<file path="src/rtl/gcd_unit.sv">
// gcd_unit: iterative greatest-common-divisor engine (subtractive algorithm).
//
// The two operands arrive one after the other on data_in: A first, then B
// on the next cycle. While the engine runs, it subtracts the smaller
// register from the larger one until the registers meet or one of them
// is zero. It then holds the result with done high until start drops.
//
// Ports
//   clk      system clock; all state changes happen on its rising edge
//   rst_n    synchronous active-low reset
//   start    level request to begin a computation (sampled in IDLE only)
//   data_in  operand bus: A during LOAD_A, B during LOAD_B
//   done     high while the result is valid (DONE state)
//   result   current contents of register A; equals the GCD while done=1
//
// state  | meaning
// -------+----------------------------------------------------------
// IDLE   | waiting for start=1
// LOAD_A | capture operand A from data_in
// LOAD_B | capture operand B from data_in
// RUN    | one compare/subtract step per cycle
// DONE   | result valid; wait for start=0 before accepting new work

module gcd_unit #(
  parameter int WIDTH = 16
) (
  input  logic             clk,
  input  logic             rst_n,
  input  logic             start,
  input  logic [WIDTH-1:0] data_in,
  output logic             done,
  output logic [WIDTH-1:0] result
);

  typedef enum logic [2:0] {
    IDLE   = 3'd0,
    LOAD_A = 3'd1,
    LOAD_B = 3'd2,
    RUN    = 3'd3,
    DONE   = 3'd4
  } state_t;

  state_t           state;
  logic [WIDTH-1:0] a;
  logic [WIDTH-1:0] b;
  logic             a_gt_b;
  logic             a_eq_b;
  logic [WIDTH-1:0] diff;

  // One shared subtractor, always larger-minus-smaller, so it cannot underflow.
  assign a_gt_b = (a > b);
  assign a_eq_b = (a == b);
  assign diff   = a_gt_b ? (a - b) : (b - a);

  always_ff @(posedge clk) begin
    if (!rst_n) begin
      state <= IDLE;
      a     <= '0;
      b     <= '0;
      done  <= 1'b0;
    end else begin
      case (state)
        IDLE: begin
          done <= 1'b0;
          if (start) state <= LOAD_A;
        end
        LOAD_A: begin
          a     <= data_in;
          state <= LOAD_B;
        end
        LOAD_B: begin
          b     <= data_in;
          state <= RUN;
        end
        RUN: begin
          if (a == '0) begin
            // gcd(0,x) = x; move B into the result register.
            a     <= b;
            state <= DONE;
            done  <= 1'b1;
          end else if ((b == '0) || a_eq_b) begin
            state <= DONE;
            done  <= 1'b1;
          end else if (a_gt_b) begin
            a <= diff;
          end else begin
            b <= diff;
          end
        end
        DONE: begin
          // A new computation starts only after start drops and rises again.
          if (!start) begin
            state <= IDLE;
            done  <= 1'b0;
          end
        end
        default: begin
          state <= IDLE;
          done  <= 1'b0;
        end
      endcase
    end
  end

  assign result = a;

endmodule

</file>
<file path="config.mk">
export PLATFORM = sky130hd
export DESIGN_NAME = gcd_unit
export DESIGN_NICKNAME = d
export VERILOG_FILES = /design/src/rtl/gcd_unit.sv
export SDC_FILE = /design/constraint.sdc
export NUM_CORES = 1
export LEC_CHECK = 0
export ABC_AREA = 1
export BUFFER_PORTS_ARGS = -buffer_cell sky130_fd_sc_hd__buf_2
export CELL_PAD_IN_SITES_DETAIL_PLACEMENT = 1
export CELL_PAD_IN_SITES_GLOBAL_PLACEMENT = 1
export CORE_MARGIN = 3
export CORE_UTILIZATION = 38
export DETAILED_ROUTE_END_ITERATION = 6
export GPL_ROUTABILITY_DRIVEN = 0
export PLACE_DENSITY = 0.88
export RECOVER_POWER = 50
export SYNTH_ARGS = -nofsm -noshare
export SYNTH_HDL_FRONTEND = slang
export SYNTH_SLANG_ARGS = --single-unit
</file>
<file path="constraint.sdc">
create_clock -name clk -period 2.4 [get_ports clk]
set_input_delay 0.12 -clock clk [delete_from_list [all_inputs] [get_ports clk]]
set_output_delay 0.12 -clock clk [all_outputs]
set_load 0.05 [all_outputs]
</file>
==> impl_metrics.prom, run 1 <==
# TYPE chip_impl_metric gauge
chip_impl_metric{name="dp_hpwl",unit="um"} 12800
chip_impl_metric{name="drive_gt1_frac",unit=""} 0.238
chip_impl_metric{name="numPortBuffers",unit=""} 35
chip_impl_metric{name="areaGrowthSynthToFinish",unit="%"} 25.2
chip_impl_metric{name="mean_area_per_synthesized_cell",unit="um^2"} 5.75
chip_impl_metric{name="finalCriticalPeriod",unit="ns"} 2.45
chip_impl_metric{name="synth_fp_nets",unit=""} 750
chip_impl_metric{name="max-clock-path-buffers",unit=""} 2
chip_impl_metric{name="post_layout_worst_setup_margin",unit="ns"} -0.0517
chip_impl_metric{name="synth.distinct_cells",unit=""} 34
chip_impl_metric{name="route.detailed.vias_per_inst",unit=""} 5.82
chip_impl_metric{name="final.setup_skew",unit="ns"} 0.00715
chip_impl_metric{name="overall_die_area",unit="um^2"} 11800
chip_impl_info{name="critical_path_class",value="flip-flop to flip-flop"} 1
chip_impl_metric{name="mappedNetlistArea",unit="um^2"} 4010
chip_impl_metric{name="critPathRequiredTime",unit="ns"} 2.60
chip_impl_metric{name="cts-hold-fix-buffers",unit=""} 0
chip_impl_metric{name="detail_route.drc_violations",unit=""} 0
chip_impl_metric{name="grt_start_max_net_pins",unit=""} 35
chip_impl_metric{name="first_global_vias",unit=""} 5400
chip_impl_metric{name="synth_seq_area_share",unit=""} 0.180
chip_impl_info{name="tritoncts",value="yes"} 1
chip_impl_info{name="class_of_the_tightest_hold_or_removal_check",value="input port to flip-flop"} 1
chip_impl_metric{name="htreeDepth",unit=""} 2
chip_impl_metric{name="floorplan.die.height",unit="um"} 109
chip_impl_info{name="global_route.peak_usage_layer",value="met2"} 1
chip_impl_metric{name="die_w",unit="um"} 109
chip_impl_metric{name="synth-async-reset-ratio",unit=""} 0
chip_impl_metric{name="detail_route.wirelength",unit="um"} 19100
chip_impl_metric{name="numCtsBuffers",unit=""} 5
chip_impl_metric{name="row_count",unit=""} 36
chip_impl_metric{name="fmax",unit="MHz"} 408
chip_impl_metric{name="globalRouteOverflowTotal",unit=""} 0
chip_impl_metric{name="fin_nets",unit=""} 816
chip_impl_metric{name="grt_first_pass_wirelength",unit="um"} 28000
chip_impl_info{name="critical_path_cell_by_cell",value="inv_2 -> ha_4 -> nand2_1 -> nor2_4 -> nand4_1 -> nor2_4 -> nor2_4 -> nand2_2 -> nand2_1 -> nand2_2 -> nand2_8 -> buf_12 -> o21ai_0 -> a21oi_1"} 1
chip_impl_metric{name="antenna_found_initial",unit=""} 1
chip_impl_metric{name="timing_worst_slew_pin_value",unit="ns"} 0.677
chip_impl_metric{name="rrSetupSlack",unit="ns"} -0.05
chip_impl_metric{name="final_setup_fails",unit=""} 7
chip_impl_metric{name="min_period_over_period",unit=""} 1.02
chip_impl_info{name="root_buffer",value="sky130_fd_sc_hd__clkbuf_8"} 1
chip_impl_metric{name="number_of_enable_type_register_cells_in_the_synthesized_netlist",unit=""} 0
chip_impl_metric{name="postRouteAntennaNets",unit=""} 0
chip_impl_metric{name="firstDrtPassIters",unit=""} 5
chip_impl_metric{name="floorplan.initialDensity",unit=""} 0.401
chip_impl_metric{name="insertion_delay",unit="ns"} 0.32
chip_impl_metric{name="grtUsageMet3",unit=""} 0.0485
chip_impl_metric{name="cp_slowest_stage_delay",unit="ns"} 0.39
chip_impl_metric{name="synth-warning-count",unit=""} 0
chip_impl_metric{name="arrival",unit="ns"} 2.65
chip_impl_metric{name="nFillCells",unit=""} 1388
chip_impl_metric{name="finalHoldViolCount",unit=""} 0
chip_impl_metric{name="cts_sink_count",unit=""} 36
chip_impl_metric{name="crit_fanout",unit=""} 5
chip_impl_metric{name="groute.layer.met2.usage",unit=""} 0.517
chip_impl_info{name="violations",value="negative setup slack"} 1
chip_impl_info{name="startpoint_type",value="flip-flop"} 1
chip_impl_metric{name="io_pins",unit=""} 36
chip_impl_info{name="status",value="complete, but fails checks"} 1
chip_impl_metric{name="maxCapViolations",unit=""} 0
chip_impl_metric{name="slew_headroom",unit=""} 0.548
chip_impl_metric{name="clk_transition_reported_paths",unit="ns"} 0.08
chip_impl_metric{name="synth_cells",unit=""} 698
chip_impl_metric{name="report.final.slew_viol_count",unit=""} 0
chip_impl_metric{name="setup_tns",unit="ns"} -0.0947
chip_impl_info{name="cpMaxStageDelayCell",value="sky130_fd_sc_hd__dfxtp_1"} 1
chip_impl_info{name="critical_path.endpoint_type",value="flip-flop"} 1
chip_impl_metric{name="grt.met1_usage",unit=""} 0.376
chip_impl_metric{name="vias",unit=""} 5232
chip_impl_info{name="critical-path-top-cell-by-count",value="sky130_fd_sc_hd__nor2_4"} 1
chip_impl_metric{name="initialDrtViolationCount",unit=""} 520
chip_impl_metric{name="floorplan.core_area",unit="um^2"} 10000
chip_impl_metric{name="global_route.usage.total",unit=""} 0.306
chip_impl_metric{name="synthesis_stage_register_bit_count",unit=""} 36
chip_impl_info{name="top_reg_cell_synth",value="sky130_fd_sc_hd__dfxtp_1"} 1
chip_impl_metric{name="detail_route.wl_per_cell",unit="um"} 21.2
-- placed cells by master, fill, tap and decap left out, types with 7 or more instances in the layout --
cell,synthesis,final
sky130_fd_sc_hd__o21ai_0,29,11
sky130_fd_sc_hd__a21oi_2,10,13
sky130_fd_sc_hd__xor2_1,10,10
sky130_fd_sc_hd__nor2_1,57,51
sky130_fd_sc_hd__dfxtp_2,0,10
sky130_fd_sc_hd__ha_1,31,19
sky130_fd_sc_hd__nor2_2,3,7
sky130_fd_sc_hd__ha_4,0,7
sky130_fd_sc_hd__o21ai_1,6,22
sky130_fd_sc_hd__clkbuf_1,7,8
sky130_fd_sc_hd__nor3_1,16,10
sky130_fd_sc_hd__nand2_1,221,211
sky130_fd_sc_hd__buf_4,8,40
sky130_fd_sc_hd__inv_2,8,12
sky130_fd_sc_hd__a21oi_1,30,27
sky130_fd_sc_hd__nand2_2,10,16
sky130_fd_sc_hd__nand4_1,13,13
sky130_fd_sc_hd__nand3_1,60,57
sky130_fd_sc_hd__buf_2,5,27
sky130_fd_sc_hd__inv_1,113,106
sky130_fd_sc_hd__dfxtp_1,36,25
-- what timing repair did --
| action | in CTS | in global routing |
|---|---|---|
| gates cloned | 0 | 1 |
| pin swaps | 2 | 5 |
| endpoints found under the setup margin | 32 | 33 |
| gates resized for setup | 25 | 65 |
| buffers inserted | 1 | 4 |
-- worst max-delay path, delay by kind of cell, from the launching register on --
kind                     cells  cell delay [ns]
AND/OR/NAND/NOR              9             1.12
flip-flops                   1             0.39
adder cells (fa/ha/maj)      1             0.30
buffers and inverters        2             0.26
AO/OA/AOI/OAI                2             0.26
-- stage by stage --
stage,cells,utilization,instance area [um^2],worst slack (ns),hold WS [ns]
floorplan,698,-,4020,0.00308,0.251
global placement,884,0.458,4580,0.0377,0.444
detailed placement,884,0.458,4580,-0.124,0.461
CTS,893,0.479,4790,0.000576,0.139
global route,898,0.502,5020,-0.194,0.181
finish,899,0.502,5020,-0.0517,0.148
-- cells by family (layout without fill, tap and decap cells) --
logic type | Yosys count | in the layout | share of synthesized area
XOR/XNOR | 14 | 14 | 0.0306
AND/OR/NAND/NOR | 394 | 394 | 0.429
flip-flops | 36 | 36 | 0.180
buffers and inverters | 143 | 210 | 0.145
other | 0 | 1 | 0
AO/OA/AOI/OAI | 78 | 78 | 0.109
adder cells (fa/ha/maj) | 33 | 33 | 0.107
-- sequential cells by signal (all words and copies together), names as in the netlist --
signal / count
b: 16
done: 1
result: 16
state: 3
-- cell usage after synthesis, types with 4 or more instances --
cell type | number | area [um^2]
sky130_fd_sc_hd__nor2_1 | 57 | 214
sky130_fd_sc_hd__dfxtp_1 | 36 | 721
sky130_fd_sc_hd__inv_1 | 113 | 424
sky130_fd_sc_hd__inv_2 | 8 | 30.0
sky130_fd_sc_hd__buf_4 | 8 | 60.1
sky130_fd_sc_hd__ha_1 | 31 | 388
sky130_fd_sc_hd__a21oi_2 | 10 | 87.6
sky130_fd_sc_hd__xnor2_1 | 4 | 35.0
sky130_fd_sc_hd__o21ai_1 | 6 | 30.0
sky130_fd_sc_hd__buf_2 | 5 | 25.0
sky130_fd_sc_hd__nand2_2 | 10 | 62.6
sky130_fd_sc_hd__nor3_1 | 16 | 80.1
sky130_fd_sc_hd__xor2_1 | 10 | 87.6
sky130_fd_sc_hd__o21ai_0 | 29 | 145
sky130_fd_sc_hd__nand2_1 | 221 | 830
sky130_fd_sc_hd__nand4_1 | 13 | 81.3
sky130_fd_sc_hd__clkbuf_1 | 7 | 26.3
sky130_fd_sc_hd__nand3_1 | 60 | 300
sky130_fd_sc_hd__a21oi_1 | 30 | 150
-- routing by layer --
layer | up-vias | routed length [um] | part of all wire
met5 | - | 0 | 0
met4 | 0 | 999 | 0.052
met3 | 98 | 1680 | 0.088
met2 | 316 | 8930 | 0.47
met1 | 2509 | 7470 | 0.39
li1 | 2309 | - | -
-- final timing paths --
path	from	end	cells past startpoint
setup reg to reg	b[2]	result[4]	14
setup / recovery	b[2]	result[4]	14
hold / removal	data_in[4]	b[4]	5
hold reg to reg	done	done	2
-- cell type report --
| type | instances | area (um^2) | area share |
|---|---|---|---|
| Sequential cell | 36 | 737 | 0.147 |
| Multi-Input combinational cell | 519 | 2960 | 0.589 |
| Clock inverter | 3 | 42.5 | 0.00847 |
| Tap cell | 133 | 166 | 0.0331 |
| Antenna cell | 1 | 2.50 | 0.000498 |
| Clock buffer | 5 | 68.8 | 0.0137 |
| Timing Repair Buffer | 80 | 571 | 0.114 |
| Inverter | 122 | 475 | 0.0947 |
Power of run 1 is left out: the tool's default activity adds up to more than one toggle a clock period on the data nets, which glitch-free logic cannot reach.
==> run 2, diff against run 1 <==
Settings changed: BUFFER_PORTS_ARGS -buffer_cell sky130_fd_sc_hd__buf_2 to unset, CORE_UTILIZATION 38 to 40, DONT_BUFFER_PORTS set to 1, PLACE_DENSITY 0.88 to 0.87.
==> impl_metrics.prom, run 2 (same netlist as run 1, synthesis figures left out) <==
# TYPE chip_impl_metric gauge
chip_impl_info{name="status",value="complete, but fails checks"} 1
chip_impl_info{name="violations",value="negative hold slack, negative setup slack"} 1
chip_impl_info{name="critical_path.endpoint_type",value="flip-flop"} 1
chip_impl_metric{name="insertion_delay",unit="ns"} 0.32
chip_impl_info{name="root_buffer",value="sky130_fd_sc_hd__clkbuf_8"} 1
chip_impl_metric{name="initialDrtViolationCount",unit=""} 642
chip_impl_metric{name="die_w",unit="um"} 106
chip_impl_metric{name="postRouteAntennaNets",unit=""} 0
chip_impl_info{name="class_of_the_tightest_hold_or_removal_check",value="input port to flip-flop"} 1
chip_impl_metric{name="arrival",unit="ns"} 2.86
chip_impl_metric{name="floorplan.initialDensity",unit=""} 0.422
chip_impl_metric{name="htreeDepth",unit=""} 2
chip_impl_metric{name="r2r_cells",unit=""} 13
chip_impl_metric{name="fmax",unit="MHz"} 379
chip_impl_metric{name="max-clock-path-buffers",unit=""} 2
chip_impl_metric{name="grt_first_pass_wirelength",unit="um"} 29200
chip_impl_info{name="r2r-start",value="b[9]"} 1
chip_impl_metric{name="finalCriticalPeriod",unit="ns"} 2.64
chip_impl_metric{name="floorplan.die.height",unit="um"} 106
chip_impl_metric{name="row_count",unit=""} 35
chip_impl_metric{name="critPathRequiredTime",unit="ns"} 2.63
chip_impl_info{name="crit_start",value="b[9]"} 1
chip_impl_metric{name="vias",unit=""} 5721
chip_impl_metric{name="grt_start_max_net_pins",unit=""} 31
chip_impl_metric{name="clk_transition_reported_paths",unit="ns"} 0.09
chip_impl_metric{name="io_pins",unit=""} 36
chip_impl_metric{name="global_route.usage.total",unit=""} 0.332
chip_impl_metric{name="dp.cells",unit=""} 852
chip_impl_metric{name="antennaDiodeCount",unit=""} 0
chip_impl_metric{name="whs",unit="ns"} -0.0191
chip_impl_metric{name="detail_route.drc_violations",unit=""} 0
chip_impl_metric{name="firstDrtPassIters",unit=""} 6
chip_impl_metric{name="overall_die_area",unit="um^2"} 11300
chip_impl_metric{name="cts_sink_count",unit=""} 36
chip_impl_metric{name="antenna_found_initial",unit=""} 0
chip_impl_metric{name="report.final.slew_viol_count",unit=""} 0
chip_impl_metric{name="rrSetupSlack",unit="ns"} -0.24
chip_impl_metric{name="floorplan.core_area",unit="um^2"} 9500
chip_impl_metric{name="min_period_over_period",unit=""} 1.10
chip_impl_metric{name="fin_nets",unit=""} 797
chip_impl_metric{name="instances_no_fill",unit=""} 875
chip_impl_metric{name="route.detailed.vias_per_inst",unit=""} 6.54
chip_impl_metric{name="maxCapViolations",unit=""} 0
chip_impl_metric{name="post_layout_worst_setup_margin",unit="ns"} -0.235
chip_impl_metric{name="dp_hpwl",unit="um"} 12600
chip_impl_metric{name="setup_tns",unit="ns"} -3.98
chip_impl_metric{name="areaGrowthSynthToFinish",unit="%"} 26.0
chip_impl_info{name="tritoncts",value="yes"} 1
chip_impl_info{name="r2r_end",value="b[11]"} 1
chip_impl_info{name="worst_setup_path_endpoint",value="b[11]"} 1
chip_impl_metric{name="pre_cts_ws",unit="ns"} -0.164
chip_impl_info{name="critical_path_class",value="flip-flop to flip-flop"} 1
chip_impl_metric{name="final_setup_fails",unit=""} 32
chip_impl_info{name="startpoint_type",value="flip-flop"} 1
chip_impl_info{name="rsz_0062_raised_after_global_routing",value="yes"} 1
chip_impl_metric{name="numPortBuffers",unit=""} 0
chip_impl_metric{name="detail_route.wirelength",unit="um"} 23700
chip_impl_metric{name="globalRouteOverflowTotal",unit=""} 0
chip_impl_info{name="layout.cells.most_common",value="sky130_fd_sc_hd__nand2_1"} 1
chip_impl_metric{name="detail_route.wl_per_cell",unit="um"} 27.1
chip_impl_metric{name="timing_worst_slew_pin_value",unit="ns"} 1.40
chip_impl_metric{name="first_global_vias",unit=""} 5649
chip_impl_metric{name="final.setup_skew",unit="ns"} 0.0158
chip_impl_info{name="mostFrequentLayoutCells",value="sky130_fd_sc_hd__nand2_1 (208), sky130_fd_sc_hd__inv_1 (108), sky130_fd_sc_hd__nand3_1 (56)"} 1
chip_impl_metric{name="crit_fanout",unit=""} 15
chip_impl_metric{name="drive_gt1_frac",unit=""} 0.252
chip_impl_metric{name="numCtsBuffers",unit=""} 5
chip_impl_metric{name="finalHoldViolCount",unit=""} 1
chip_impl_metric{name="slew_headroom",unit=""} 0.0661
-- run 2: cell count changes in the layout (fill, tap and decap cells not counted), moves of 7 or more --
| cell | delta |
|---|---|
| sky130_fd_sc_hd__buf_4 | +14 |
| sky130_fd_sc_hd__clkbuf_1 | -7 |
| sky130_fd_sc_hd__o21ai_1 | -10 |
| sky130_fd_sc_hd__buf_2 | -27 |
| sky130_fd_sc_hd__nor2_4 | +7 |
| sky130_fd_sc_hd__nor2_1 | -11 |
| sky130_fd_sc_hd__o21ai_0 | +9 |
-- run 2: worst min-delay path by stage --
stage / cells past startpoint / from / to / slack, ns
CTS: 2 / rst_n / result[14] / 0.007
floorplan: 2 / rst_n / result[6] / 0.25
finish: 2 / rst_n / result[14] / -0.02
global placement: 2 / rst_n / result[6] / 0.26
detailed placement: 2 / rst_n / b[0] / 0.27
global route: 2 / rst_n / result[14] / -0.02
-- run 2: final cells by class --
class,count,area (um^2)
Fill cell,1302,4450
Multi-Input combinational cell,521,3130
Sequential cell,36,744
Inverter,122,485
Timing Repair Buffer,57,430
Tap cell,129,161
Clock buffer,5,68.8
Timing Repair inverter,2,20.0
Clock inverter,3,18.8
-- run 2: repair_timing --
item                       CTS  global route
cloned                       4             0
hold buffers                 1             0
setup endpoints to repair   26            33
setup buffers                1             9
resized for setup           30            97
pin swaps                    2            18
hold endpoints to repair    30             0
-- run 2: layer usage --
metal,share of wire,vias to the layer above,GRT usage
met5,0,-,0
met3,0.12,247,0.0723
met2,0.44,537,0.575
met4,0.098,0,0.216
li1,-,2279,-
met1,0.34,2658,0.366
-- run 2: metrics by stage --
| step | hold WS, ns | util | area [um^2] |
|---|---|---|---|
| after global placement | 0.259 | 0.464 | 4410 |
| after global routing | -0.0156 | 0.532 | 5050 |
| after detailed placement | 0.273 | 0.464 | 4410 |
| after CTS | 0.00705 | 0.489 | 4650 |
| after floorplan | 0.251 | - | 4020 |
| final | -0.0191 | 0.532 | 5050 |
-- run 2: critical path, cell delays in order, from the launching register on --
cell	delay (ns)
sky130_fd_sc_hd__dfxtp_1	0.36
sky130_fd_sc_hd__inv_1	0.07
sky130_fd_sc_hd__ha_2	0.33
sky130_fd_sc_hd__nand2_1	0.11
sky130_fd_sc_hd__nand2_1	0.17
sky130_fd_sc_hd__nand2_1	0.15
sky130_fd_sc_hd__nand2_2	0.12
sky130_fd_sc_hd__a21oi_4	0.20
sky130_fd_sc_hd__nand2_4	0.10
sky130_fd_sc_hd__nand2_4	0.15
sky130_fd_sc_hd__nand3_4	0.11
sky130_fd_sc_hd__inv_4	0.21
sky130_fd_sc_hd__o21ai_0	0.15
sky130_fd_sc_hd__a21oi_1	0.29
Power of run 2 is left out for the same reason.
==> run 3, diff against run 2 <==
--- a/config.mk
+++ b/config.mk
@@ -10,3 +10,2 @@
 export CELL_PAD_IN_SITES_GLOBAL_PLACEMENT = 1
-export CORE_MARGIN = 3
 export CORE_UTILIZATION = 40
==> constraint.sdc (replaced) <==
create_clock -name clk -period 2.4 [get_ports clk]
set_input_delay 0.24 -clock clk [delete_from_list [all_inputs] [get_ports clk]]
set_output_delay 0.24 -clock clk [all_outputs]
set_load 0.05 [all_outputs]
==> impl_metrics.prom, run 3 (same netlist as run 1, synthesis figures left out) <==
# TYPE chip_impl_metric gauge
chip_impl_metric{name="detail_route.drc_violations",unit=""} 0
chip_impl_metric{name="post_layout_worst_setup_margin",unit="ns"} -0.161
chip_impl_metric{name="grt_first_pass_wirelength",unit="um"} 26600
chip_impl_metric{name="min_period_over_period",unit=""} 1.07
chip_impl_metric{name="insertion_delay",unit="ns"} 0.31
chip_impl_metric{name="antennaDiodeCount",unit=""} 0
chip_impl_info{name="min_to",value="result[3]"} 1
chip_impl_metric{name="postRouteAntennaNets",unit=""} 0
chip_impl_metric{name="global_route.usage.total",unit=""} 0.337
chip_impl_info{name="critical_path_class",value="flip-flop to flip-flop"} 1
chip_impl_info{name="class_of_the_tightest_hold_or_removal_check",value="input port to flip-flop"} 1
chip_impl_info{name="critical_path.endpoint_type",value="flip-flop"} 1
chip_impl_info{name="layout.cells.most_common",value="sky130_fd_sc_hd__nand2_1"} 1
chip_impl_metric{name="cts-hold-fix-buffers",unit=""} 0
chip_impl_metric{name="layout.area.seq",unit="um^2"} 739
chip_impl_info{name="mostFrequentLayoutCells",value="sky130_fd_sc_hd__nand2_1 (215), sky130_fd_sc_hd__inv_1 (108), sky130_fd_sc_hd__nand3_1 (55), sky130_fd_sc_hd__nor2_1 (55), sky130_fd_sc_hd__buf_4 (54)"} 1
chip_impl_metric{name="floorplan.core_area",unit="um^2"} 9730
chip_impl_metric{name="numPortBuffers",unit=""} 0
chip_impl_metric{name="max-clock-path-buffers",unit=""} 2
chip_impl_metric{name="first_global_vias",unit=""} 5333
chip_impl_metric{name="overall_die_area",unit="um^2"} 10400
chip_impl_metric{name="io_pins",unit=""} 36
chip_impl_metric{name="whs",unit="ns"} 0.0452
chip_impl_metric{name="final_setup_fails",unit=""} 26
chip_impl_metric{name="worstPathBufferInverterCount",unit=""} 1
chip_impl_info{name="critPathTopFamily",value="simple AND/OR/NAND/NOR gates"} 1
chip_impl_metric{name="dp_hpwl",unit="um"} 12600
chip_impl_metric{name="grt_start_max_net_pins",unit=""} 35
chip_impl_metric{name="critPathRequiredTime",unit="ns"} 2.60
chip_impl_metric{name="finalHoldViolCount",unit=""} 0
chip_impl_info{name="critical_path_cell_by_cell",value="inv_1 -> ha_1 -> nand2_1 -> nor2_1 -> nand2_1 -> nand2_1 -> nand2_1 -> nand2_1 -> nand2_1 -> nand3_1 -> nand2_1 -> nor3_1 -> nor2_1"} 1
chip_impl_metric{name="slew_headroom",unit=""} 0.558
chip_impl_metric{name="rrSetupSlack",unit="ns"} -0.16
chip_impl_metric{name="final_core_utilization",unit=""} 0.504
chip_impl_metric{name="detail_route.wl_per_cell",unit="um"} 24.4
chip_impl_metric{name="nFillCells",unit=""} 1358
chip_impl_metric{name="clk_transition_reported_paths",unit="ns"} 0.08
chip_impl_metric{name="detail_route.wirelength",unit="um"} 21400
chip_impl_metric{name="fin_nets",unit=""} 796
chip_impl_metric{name="route.detailed.vias_per_inst",unit=""} 6.29
chip_impl_metric{name="final.setup_skew",unit="ns"} 0.00479
chip_impl_metric{name="firstDrtPassIters",unit=""} 6
chip_impl_metric{name="multiInputGateArea",unit="um^2"} 2940
chip_impl_info{name="hp_start",value="rst_n"} 1
chip_impl_metric{name="floorplan.die.height",unit="um"} 102
chip_impl_metric{name="drive_gt1_frac",unit=""} 0.223
chip_impl_info{name="r2r_end",value="b[9]"} 1
chip_impl_info{name="cpMaxStageDelayCell",value="sky130_fd_sc_hd__dfxtp_2"} 1
chip_impl_metric{name="worst_hold_path.num_cells",unit=""} 2
chip_impl_metric{name="crit_fanout",unit=""} 4
chip_impl_metric{name="floorplan.initialDensity",unit=""} 0.412
chip_impl_metric{name="arrival",unit="ns"} 2.76
chip_impl_metric{name="areaGrowthSynthToFinish",unit="%"} 22.3
chip_impl_metric{name="cp_slowest_stage_delay",unit="ns"} 0.41
chip_impl_info{name="r2r-start",value="b[1]"} 1
chip_impl_info{name="rsz_0062_raised_after_global_routing",value="yes"} 1
chip_impl_metric{name="vias",unit=""} 5527
chip_impl_metric{name="timing_worst_slew_pin_value",unit="ns"} 0.662
chip_impl_metric{name="antenna_found_initial",unit=""} 0
chip_impl_metric{name="fmax",unit="MHz"} 390
chip_impl_metric{name="globalRouteOverflowTotal",unit=""} 0
chip_impl_metric{name="r2r_cells",unit=""} 13
chip_impl_info{name="tritoncts",value="yes"} 1
chip_impl_info{name="root_buffer",value="sky130_fd_sc_hd__clkbuf_8"} 1
chip_impl_metric{name="initialDrtViolationCount",unit=""} 604
chip_impl_info{name="startpoint_type",value="flip-flop"} 1
chip_impl_metric{name="htreeDepth",unit=""} 2
chip_impl_metric{name="report.final.slew_viol_count",unit=""} 0
chip_impl_metric{name="maxCapViolations",unit=""} 0
chip_impl_metric{name="numCtsBuffers",unit=""} 5
chip_impl_metric{name="finalCriticalPeriod",unit="ns"} 2.56
chip_impl_info{name="status",value="complete, but fails checks"} 1
chip_impl_info{name="violations",value="negative setup slack"} 1
chip_impl_metric{name="cts_sink_count",unit=""} 36
chip_impl_metric{name="die_w",unit="um"} 102
chip_impl_info{name="critical-path-top-cell-by-count",value="sky130_fd_sc_hd__nand2_1"} 1
chip_impl_metric{name="row_count",unit=""} 36
run 3: changes by cell type in the layout (fill, tap and decap cells not counted), moves of 3 or more:
cell	delta
sky130_fd_sc_hd__nand2_1	+7
sky130_fd_sc_hd__nor2_1	+15
sky130_fd_sc_hd__nor2_2	-7
sky130_fd_sc_hd__o21ai_0	-10
sky130_fd_sc_hd__nand2_8	-3
sky130_fd_sc_hd__nand2_2	-4
sky130_fd_sc_hd__nor2_4	-8
sky130_fd_sc_hd__o21ai_2	+8
sky130_fd_sc_hd__nor3_2	-5
sky130_fd_sc_hd__nor3_1	+6
run 3: metrics by stage:
stage	setup WS (ns)	std cells	TNS (ns)	cell area (um^2)
floorplan	0.00308	698	0	4020
global placement	0.0374	858	0	4440
detailed placement	-0.121	858	-1.51	4440
CTS	0.00278	868	0	4620
global route	-0.182	878	-3.27	4910
finish	-0.161	878	-1.23	4910
run 3: worst register-to-register path: cells and delay by family, from the launching register on:
| kind | cells | cell delay, ns |
|---|---|---|
| fa+ha+maj | 1 | 0.41 |
| buf+inv | 1 | 0.15 |
| flops | 1 | 0.41 |
| simple gates | 11 | 1.49 |
run 3: how the worst max path moves through the flow:
stage,from,endpoint,slack (ns),cells after the start
6_report,b[1],b[9],-0.16,13
5_1_grt,b[10],b[15],-0.18,13
4_1_cts,b[6],b[4],0.003,13
3_5_place_dp,result[0],result[15],-0.12,16
3_3_place_gp,result[0],result[12],0.04,16
2_1_floorplan,result[11],result[1],0.003,14
run 3: routing by layer:
layer / GRT usage / up-vias / part of all wire
li1: - / 2268 / -
met3: 0.0520 / 189 / 0.10
met1: 0.407 / 2598 / 0.36
met2: 0.572 / 472 / 0.46
met5: 0 / - / 0
met4: 0.188 / 0 / 0.088
run 3: timing repair:
action                     4_1_cts  5_1_grt
cloned                           0        1
resized for setup               19       71
setup buffers                    2        9
setup endpoints to repair       32       33
pin swaps                        1        9
run 3: layout make-up:
type / count / share of cell area
Tap cell: 133 / 0.0339
Clock buffer: 8 / 0.0204
Inverter: 122 / 0.0969
Sequential cell: 36 / 0.151
Timing Repair Buffer: 60 / 0.0994
Multi-Input combinational cell: 519 / 0.599
Power of run 3 is left out for the same reason.
